[config.mk]
export PLATFORM = sky130hd
export DESIGN_NAME = store_buffer
export DESIGN_NICKNAME = d
export VERILOG_FILES = /design/src/rtl/store_buffer_pkg.sv /design/src/rtl/store_fifo.sv /design/src/rtl/store_buffer.sv
export SDC_FILE = /design/constraint.sdc
export NUM_CORES = 1
export LEC_CHECK = 0
export CAP_MARGIN = 0
export CORE_MARGIN = 5
export CORE_UTILIZATION = 60
export CTS_BUF_LIST = sky130_fd_sc_hd__clkbuf_4 sky130_fd_sc_hd__clkbuf_8
export CTS_CLUSTER_DIAMETER = 100
export CTS_CLUSTER_SIZE = 30
export DETAILED_ROUTE_END_ITERATION = 8
export DONT_BUFFER_PORTS = 1
export GPL_TIMING_DRIVEN = 0
export PLACE_DENSITY = 0.78
export SLEW_MARGIN = 0
export SYNTH_ARGS = -nofsm -noshare
export SYNTH_HDL_FRONTEND = slang
export SYNTH_SLANG_ARGS = --single-unit
[constraint.sdc]
create_clock -name clk -period 5.9 [get_ports clk]
set_clock_uncertainty 0.15 [all_clocks]
set_input_delay 0.885 -clock clk [delete_from_list [all_inputs] [get_ports clk]]
set_output_delay 0.885 -clock clk [all_outputs]
set_load 0.01 [all_outputs]
[src/rtl/store_buffer_pkg.sv]
// Shared types and load/store width encodings for the MEM-stage store path.
// The LS_*_OP codes are the single source used by both load writeback and the store buffer.
package store_buffer_pkg;

  localparam logic [2:0] LS_B_OP = 3'b000;
  localparam logic [2:0] LS_H_OP = 3'b001;
  localparam logic [2:0] LS_W_OP = 3'b010;

  typedef struct packed {
    logic [31:0] waddr;
    logic [31:0] wdata;
    logic [3:0]  wstrb;
  } sb_entry_t;

  localparam int SB_ENTRY_W = $bits(sb_entry_t);

endpackage

[src/rtl/store_fifo.sv]
// Synchronous DEPTH-entry FIFO for formatted store beats; head is read straight from storage.
// Handshake: push_i is honoured only when not full, pop_i only when not empty.
module store_fifo
  import store_buffer_pkg::*;
#(
  parameter int DEPTH = 2,
  parameter int W     = SB_ENTRY_W
) (
  input  logic         clk,
  input  logic         rst,
  input  logic         push_i,
  input  logic [W-1:0] push_data_i,
  input  logic         pop_i,
  output logic [W-1:0] head_o,
  output logic         full_o,
  output logic         empty_o
);

  localparam int PW = $clog2(DEPTH);
  localparam int CW = PW + 1;

  logic [W-1:0]  mem_q [DEPTH];
  logic [PW-1:0] wr_ptr_q;
  logic [PW-1:0] rd_ptr_q;
  logic [CW-1:0] count_q;
  logic          do_push;
  logic          do_pop;

  assign full_o  = (count_q == CW'(DEPTH));
  assign empty_o = (count_q == '0);
  assign do_push = push_i & ~full_o;
  assign do_pop  = pop_i & ~empty_o;
  assign head_o  = mem_q[rd_ptr_q];

  // Pointers wrap naturally because DEPTH is a power of two.
  always_ff @(posedge clk) begin
    if (rst) begin
      wr_ptr_q <= '0;
      rd_ptr_q <= '0;
      count_q  <= '0;
      for (int i = 0; i < DEPTH; i++) mem_q[i] <= '0;
    end else begin
      if (do_push) begin
        mem_q[wr_ptr_q] <= push_data_i;
        wr_ptr_q        <= wr_ptr_q + PW'(1);
      end
      if (do_pop) rd_ptr_q <= rd_ptr_q + PW'(1);
      case ({do_push, do_pop})
        2'b10:   count_q <= count_q + CW'(1);
        2'b01:   count_q <= count_q - CW'(1);
        default: count_q <= count_q;
      endcase
    end
  end

endmodule

[src/rtl/store_buffer.sv]
// RV32 store formatter and write queue: lane-replicates store data, builds byte strobes,
// faults misaligned/illegal stores and drains legal ones over a valid/ready write channel.
module store_buffer
  import store_buffer_pkg::*;
#(
  parameter int DEPTH = 2,
  parameter int XLEN  = 32
) (
  input  logic            clk,
  input  logic            rst,
  input  logic            i_valid,
  output logic            i_ready,
  input  logic [XLEN-1:0] i_addr,
  input  logic [XLEN-1:0] i_data,
  input  logic [2:0]      i_funct3,
  output logic            o_fault,
  output logic [XLEN-1:0] o_fault_addr,
  output logic            o_empty,
  output logic            mem_wvalid,
  input  logic            mem_wready,
  output logic [XLEN-1:0] mem_waddr,
  output logic [XLEN-1:0] mem_wdata,
  output logic [3:0]      mem_wstrb
);

  // Both channels: a beat transfers on a rising edge where valid & ready are both high.
  sb_entry_t       entry_d;
  sb_entry_t       head;
  logic            legal_d;
  logic [1:0]      lane;
  logic            accept;
  logic            fifo_full;
  logic            fifo_empty;
  logic            fault_q;
  logic [XLEN-1:0] fault_addr_q;

  assign lane = i_addr[1:0];

  always_comb begin
    entry_d       = '0;
    legal_d       = 1'b0;
    entry_d.waddr = {i_addr[31:2], 2'b00};
    case (i_funct3)
      LS_B_OP: begin
        entry_d.wdata = {4{i_data[7:0]}};
        entry_d.wstrb = 4'b0001 << lane;
        legal_d       = 1'b1;
      end
      LS_H_OP: begin
        entry_d.wdata = {2{i_data[15:0]}};
        entry_d.wstrb = i_addr[1] ? 4'b1100 : 4'b0011;
        legal_d       = ~i_addr[0];
      end
      LS_W_OP: begin
        entry_d.wdata = i_data;
        entry_d.wstrb = 4'b1111;
        legal_d       = (lane == 2'b00);
      end
      default: legal_d = 1'b0;
    endcase
  end

  assign i_ready = ~fifo_full;
  assign accept  = i_valid & i_ready;

  store_fifo #(
    .DEPTH (DEPTH),
    .W     (SB_ENTRY_W)
  ) u_fifo (
    .clk         (clk),
    .rst         (rst),
    .push_i      (accept & legal_d),
    .push_data_i (entry_d),
    .pop_i       (mem_wready),
    .head_o      (head),
    .full_o      (fifo_full),
    .empty_o     (fifo_empty)
  );

  assign mem_wvalid = ~fifo_empty;
  assign o_empty    = fifo_empty;
  assign mem_waddr  = head.waddr;
  assign mem_wdata  = head.wdata;
  assign mem_wstrb  = head.wstrb;

  // Illegal requests are consumed silently except for this one-cycle report.
  always_ff @(posedge clk) begin
    if (rst) begin
      fault_q      <= 1'b0;
      fault_addr_q <= '0;
    end else begin
      fault_q <= accept & ~legal_d;
      if (accept & ~legal_d) fault_addr_q <= i_addr;
    end
  end

  assign o_fault      = fault_q;
  assign o_fault_addr = fault_addr_q;

endmodule

; Yosys cells after proc, flatten, opt, wreduce, memory -nomap -nowiden
; Memory sizes are Yosys's and may differ from the RTL's. A register that Yosys moved wholly into a read port is not among the register bits.
; Index checks and enable logic that the tools add are counted.
[classes]
n_addsub = 4
mul = 0
div_mod_pow = 0
magnitude_cmp = 0
eq_ne = 5
shifts = 1
n_mux = 14
n_bitwise = 9
reduce_logical = 5
[op_table]
columns = cell, count
row1 = $pmux 36 s3, 1
row2 = $mux 66, 1
row3 = $reduce_or 66->1, 1
row4 = $mux 1, 9
row5 = $and 1x1->1, 5
row6 = $eq 2x2->1 const B, 2
row7 = $logic_not 2->1, 2
row8 = $mux 4, 1
row9 = $not 1->1, 4
row10 = $pmux 2 s2, 1
row11 = $shl 1x2->4 const A, 1
row12 = $eq 3x1->1 const B, 1
row13 = $eq 3x2->1 const B, 1
row14 = $logic_not 3->1, 1
row15 = $pmux 1 s3, 1
row16 = $add 1x1->1 const B, 2
row17 = $add 2x1->2 const B, 1
row18 = $eq 2x1->1 const B, 1
row19 = $reduce_bool 2->1, 1
row20 = $sub 2x1->2 const B, 1
[word_totals]
reg_bits = 37
latch_bits = 0
ramBits = 132
romBits = 0
input_bits = 71
wordCells = 44
n_memories = 1
[mem_list]
columns = memory, depth, width, read_ports, rd_clocked_by_memory_dff, wr, line_no
row1 = u_fifo.mem_q, 2, 66, 1, 1, 2, store_fifo.sv:22  ; logic [W-1:0] mem_q [DEPTH];

; Depth between registers and ports, before layout
[depth]
word_depth = 10
depth_mapped = 7

; Modules after synthesis
; From an unflattened synthesis, not the netlist that was laid out.
[hier_totals]
hier_cells = 731
area_unflattened_um2 = 8301.7
[modules_own_cells]
columns = mod, n_inst, cells_per_inst, area_each_um2
row1 = store_fifo, 1, 466, 6197.2
row2 = store_buffer, 1, 265, 2104.5

; Worst setup path after synthesis
; OpenSTA, ideal clock, no wires.
[synth_path]
path_type = input to register
from = input i_funct3[0]
to = memory u_fifo.mem_q[0][0] in the netlist's numbering, enable pin
arrival_time_ps = 4485
t_required_ps = 5246
slack_ps = 761
stages = 4
n_path_buf = 1
path_cell_list = buf_2 -> a21oi_2 -> o2111ai_4 -> o21bai_1
[synth_rtl]
columns = item, line_no
row1 = from (decl), store_buffer.sv:15  ; input logic [2:0] i_funct3,
row2 = to (decl), store_fifo.sv:22

==> impl_metrics.ini <==
[status]
run_status = finished, final reports clean

[final_layout]
layout.cell_area.non_filler_sq_um = 8700
mostFrequentLayoutCells = sky130_fd_sc_hd__edfxtp_1 (132), sky130_fd_sc_hd__and2_1 (79), sky130_fd_sc_hd__nor2_1 (68)
finalCoreUtilization = 0.665
fraction_of_final_layout_cells_with_drive_strength_greater_than_1 = 0.224
most_common_cell_after_layout_fill_and_taps_aside = sky130_fd_sc_hd__edfxtp_1
area.growth.synth_to_final_pct = 9.89
layout.nets = 728

[setup_path]
path_class = reg2out
regToRegSetupSlack_ps = 3340
ff2ff_path_depth = 5
endpoint = mem_waddr[10]
crit-reg2reg-launch = u_fifo.count_q[0]$_SDFFE_PP0P_
startpoint_type = register
crit_path_top_delay_cell = sky130_fd_sc_hd__clkbuf_1
critical_path.top_delay_family = buffers and inverters
setup.worst_path.end_class = output port
regToRegEndpoint = u_fifo.mem_q[1][7]$_SDFFCE_PN0P_
worst-endpoint-required_ps = 4870
critical_path.most_common_cell = sky130_fd_sc_hd__clkbuf_1
critical_path_depth = 3
crit_chain = clkbuf_1 -> clkbuf_1 -> mux2_2
cp.buffers_inverters = 2
arrival_ps = 2410
max_stage_delay_ps = 590
critPathMaxFanout = 10

[yosys]
syn-instance-count = 632
ys_types = 34
post_synth.cell_area_avg_sq_um = 12.5
synth_largest_type_area_fraction = 0.501
synth.yosys.warnings = 0
synth_seq_area_share = 0.597
netlist_top_cells_area = sky130_fd_sc_hd__edfxtp_1 (50%), sky130_fd_sc_hd__dfxtp_1 (9.6%), sky130_fd_sc_hd__mux2_2 (9.4%), sky130_fd_sc_hd__and2_1 (6.2%), sky130_fd_sc_hd__nand2b_1 (5.1%)
ys_seq_elements = 170
synth.cell_area_sq_um = 7920
yosysTopAreaCell = sky130_fd_sc_hd__edfxtp_1

[die]
die_width_microns = 125
initial_utilization = 0.605
area_of_the_die_sq_um = 15600
core_area_sq_um = 13100
die-height_microns = 125
ios = 175
core.rowCount = 42

[clock_network]
clk_pin_slew_ps = 80
post_cts_resized = 0
post_cts_hold_buffer_count = 0
cts.sinks = 170
clkLatencyLatePin_ps = 450
cts_made_buffers = 17
clock_tree.buffer_depth = 2
cts.htree.levels = 4
cts_tree = done
cts.root.buffer_cell = sky130_fd_sc_hd__clkbuf_8
cts_setup_buffers = 0

[routing]
ant_nets = 0
wirelength_mm = 17.7
routed-via-count = 4783
wl_per_cell_microns = 21.0
drtPass1Iterations = 6
drt_drc_violations_left = 0
drt_first_iter_violations = 285
route.detailed.vias_per_inst = 5.65

[sta]
clock.fmax_mhz = 291
grt_setup_unrepaired = no
final-setup-viol-count = 0
worstMarginPinSlew_ps = 744
finalMaxSlewViolations = 0
maxSlewHeadroom = 0.503
totalNegativeSetupSlack_ps = 0
finalCritPeriodShare = 0.583
post-route-min-period_ps = 3440
timing.final.hold_violations = 0
holdWs_ps = 353

[pwr]
power_density_nw_per_um2 = 304
leakage_uw = 0.00316
vdd_drop_max_mv = 0.169

[global_routing]
grt_pass1_wl_mm = 27.9
gr-total-overflow = 0
first_global_vias = 5146
antenna_found_initial = 0
pin_count_of_the_biggest_net_entering_global_routing = 28
grt_util_all_layers = 0.233

[hold_path]
hold_class = reg2reg
holdCritStartpoint = u_fifo.count_q[1]$_SDFFE_PP0P_

[flow_run]
max_cap_violations = 0

[placed_design]
routabilityCongestion = 0.897
placement.io_buffers = 0
placement.cell_area_sq_um = 8260
place.detailed.hpwl_mm = 12.7
metal layers:
layer | vias up | GRT usage | wire [microns]
li1 | 2215 | - | -
met5 | - | 0 | 0
met2 | 201 | 0.399 | 9160
met3 | 25 | 0.0999 | 1870
met4 | 0 | 0.0816 | 287
met1 | 2342 | 0.260 | 6410
cells in the mapped netlist (all sizes together):
| master | number |
|---|---|
| edfxtp | 132 |
| nor2 | 84 |
| and2 | 79 |
| mux2 | 66 |
| nand2b | 65 |
| mux2i | 39 |
| dfxtp | 38 |
| clkbuf | 25 |
| o21ai | 22 |
| buf | 18 |
| a21oi | 13 |
| nor2b | 13 |
| nand2 | 9 |
| or2 | 9 |
| inv | 3 |
| nor3 | 3 |
| or3 | 3 |
| o21bai | 2 |
| xnor2 | 2 |
| conb | 1 |
| ha | 1 |
| nand3b | 1 |
| o2111ai | 1 |
| o311ai | 1 |
| or3b | 1 |
| xor2 | 1 |
how the worst min path moves through the flow:
stage	end	slack [ps]	cells after the start
2_1_floorplan	u_fifo.count_q[1]$_SDFFE_PP0P_	320	2
3_3_place_gp	u_fifo.count_q[1]$_SDFFE_PP0P_	330	2
3_5_place_dp	u_fifo.count_q[1]$_SDFFE_PP0P_	340	2
4_1_cts	u_fifo.count_q[1]$_SDFFE_PP0P_	350	2
5_1_grt	o_fault_addr[29]$_SDFFE_PP0P_	380	2
6_report	u_fifo.count_q[1]$_SDFFE_PP0P_	350	2
kinds of logic after synthesis:
group | share of synthesized area
buffers and inverters | 0.0327
xor gates and xnor gates | 0.00332
and+or+nand+nor | 0.193
AOI/OAI and AO/OA | 0.0294
muxes | 0.143
other | 0.000474
DFF | 0.597
adders and majority gates | 0.00158
sequential cells by signal (all words and copies together) (netlist names), named ones only:
signal / cells
u_fifo.mem_q: 132
o_fault: 1
u_fifo.wr_ptr_q: 1
u_fifo.rd_ptr_q: 1
o_fault_addr: 32
u_fifo.count_q: 2
metrics by stage:
step,power (uW),cells,setup WS (ps)
finish,2640,846,2460
floorplan,1690,633,761
global route,2760,845,2300
global placement,1770,809,-1120
detailed placement,1780,813,2820
CTS,2660,845,2400
power by group:
group          switching (uW)  leakage [uW]  internal (uW)
Clock                     408      0.000224            486
Combinational             210       0.00125            147
Sequential               37.3       0.00169           1350
cell type report:
type / count / area (sq um)
Tap cell: 176 / 220
Inverter: 3 / 11.3
Sequential cell: 170 / 4720
Buffer: 43 / 248
Fill cell: 984 / 4390
Antenna cell: 1 / 2.50
Clock inverter: 12 / 170
Multi-Input combinational cell: 417 / 2960
Timing Repair Buffer: 4 / 95.1
Clock buffer: 20 / 269
tightest hold or removal path, stage by stage, from the launching register on:
cell,delay (ps)
sky130_fd_sc_hd__dfxtp_1,330
sky130_fd_sc_hd__o21ai_0,70
sky130_fd_sc_hd__a21oi_1,60
No activity file was read; power rests on OpenSTA's default activity.
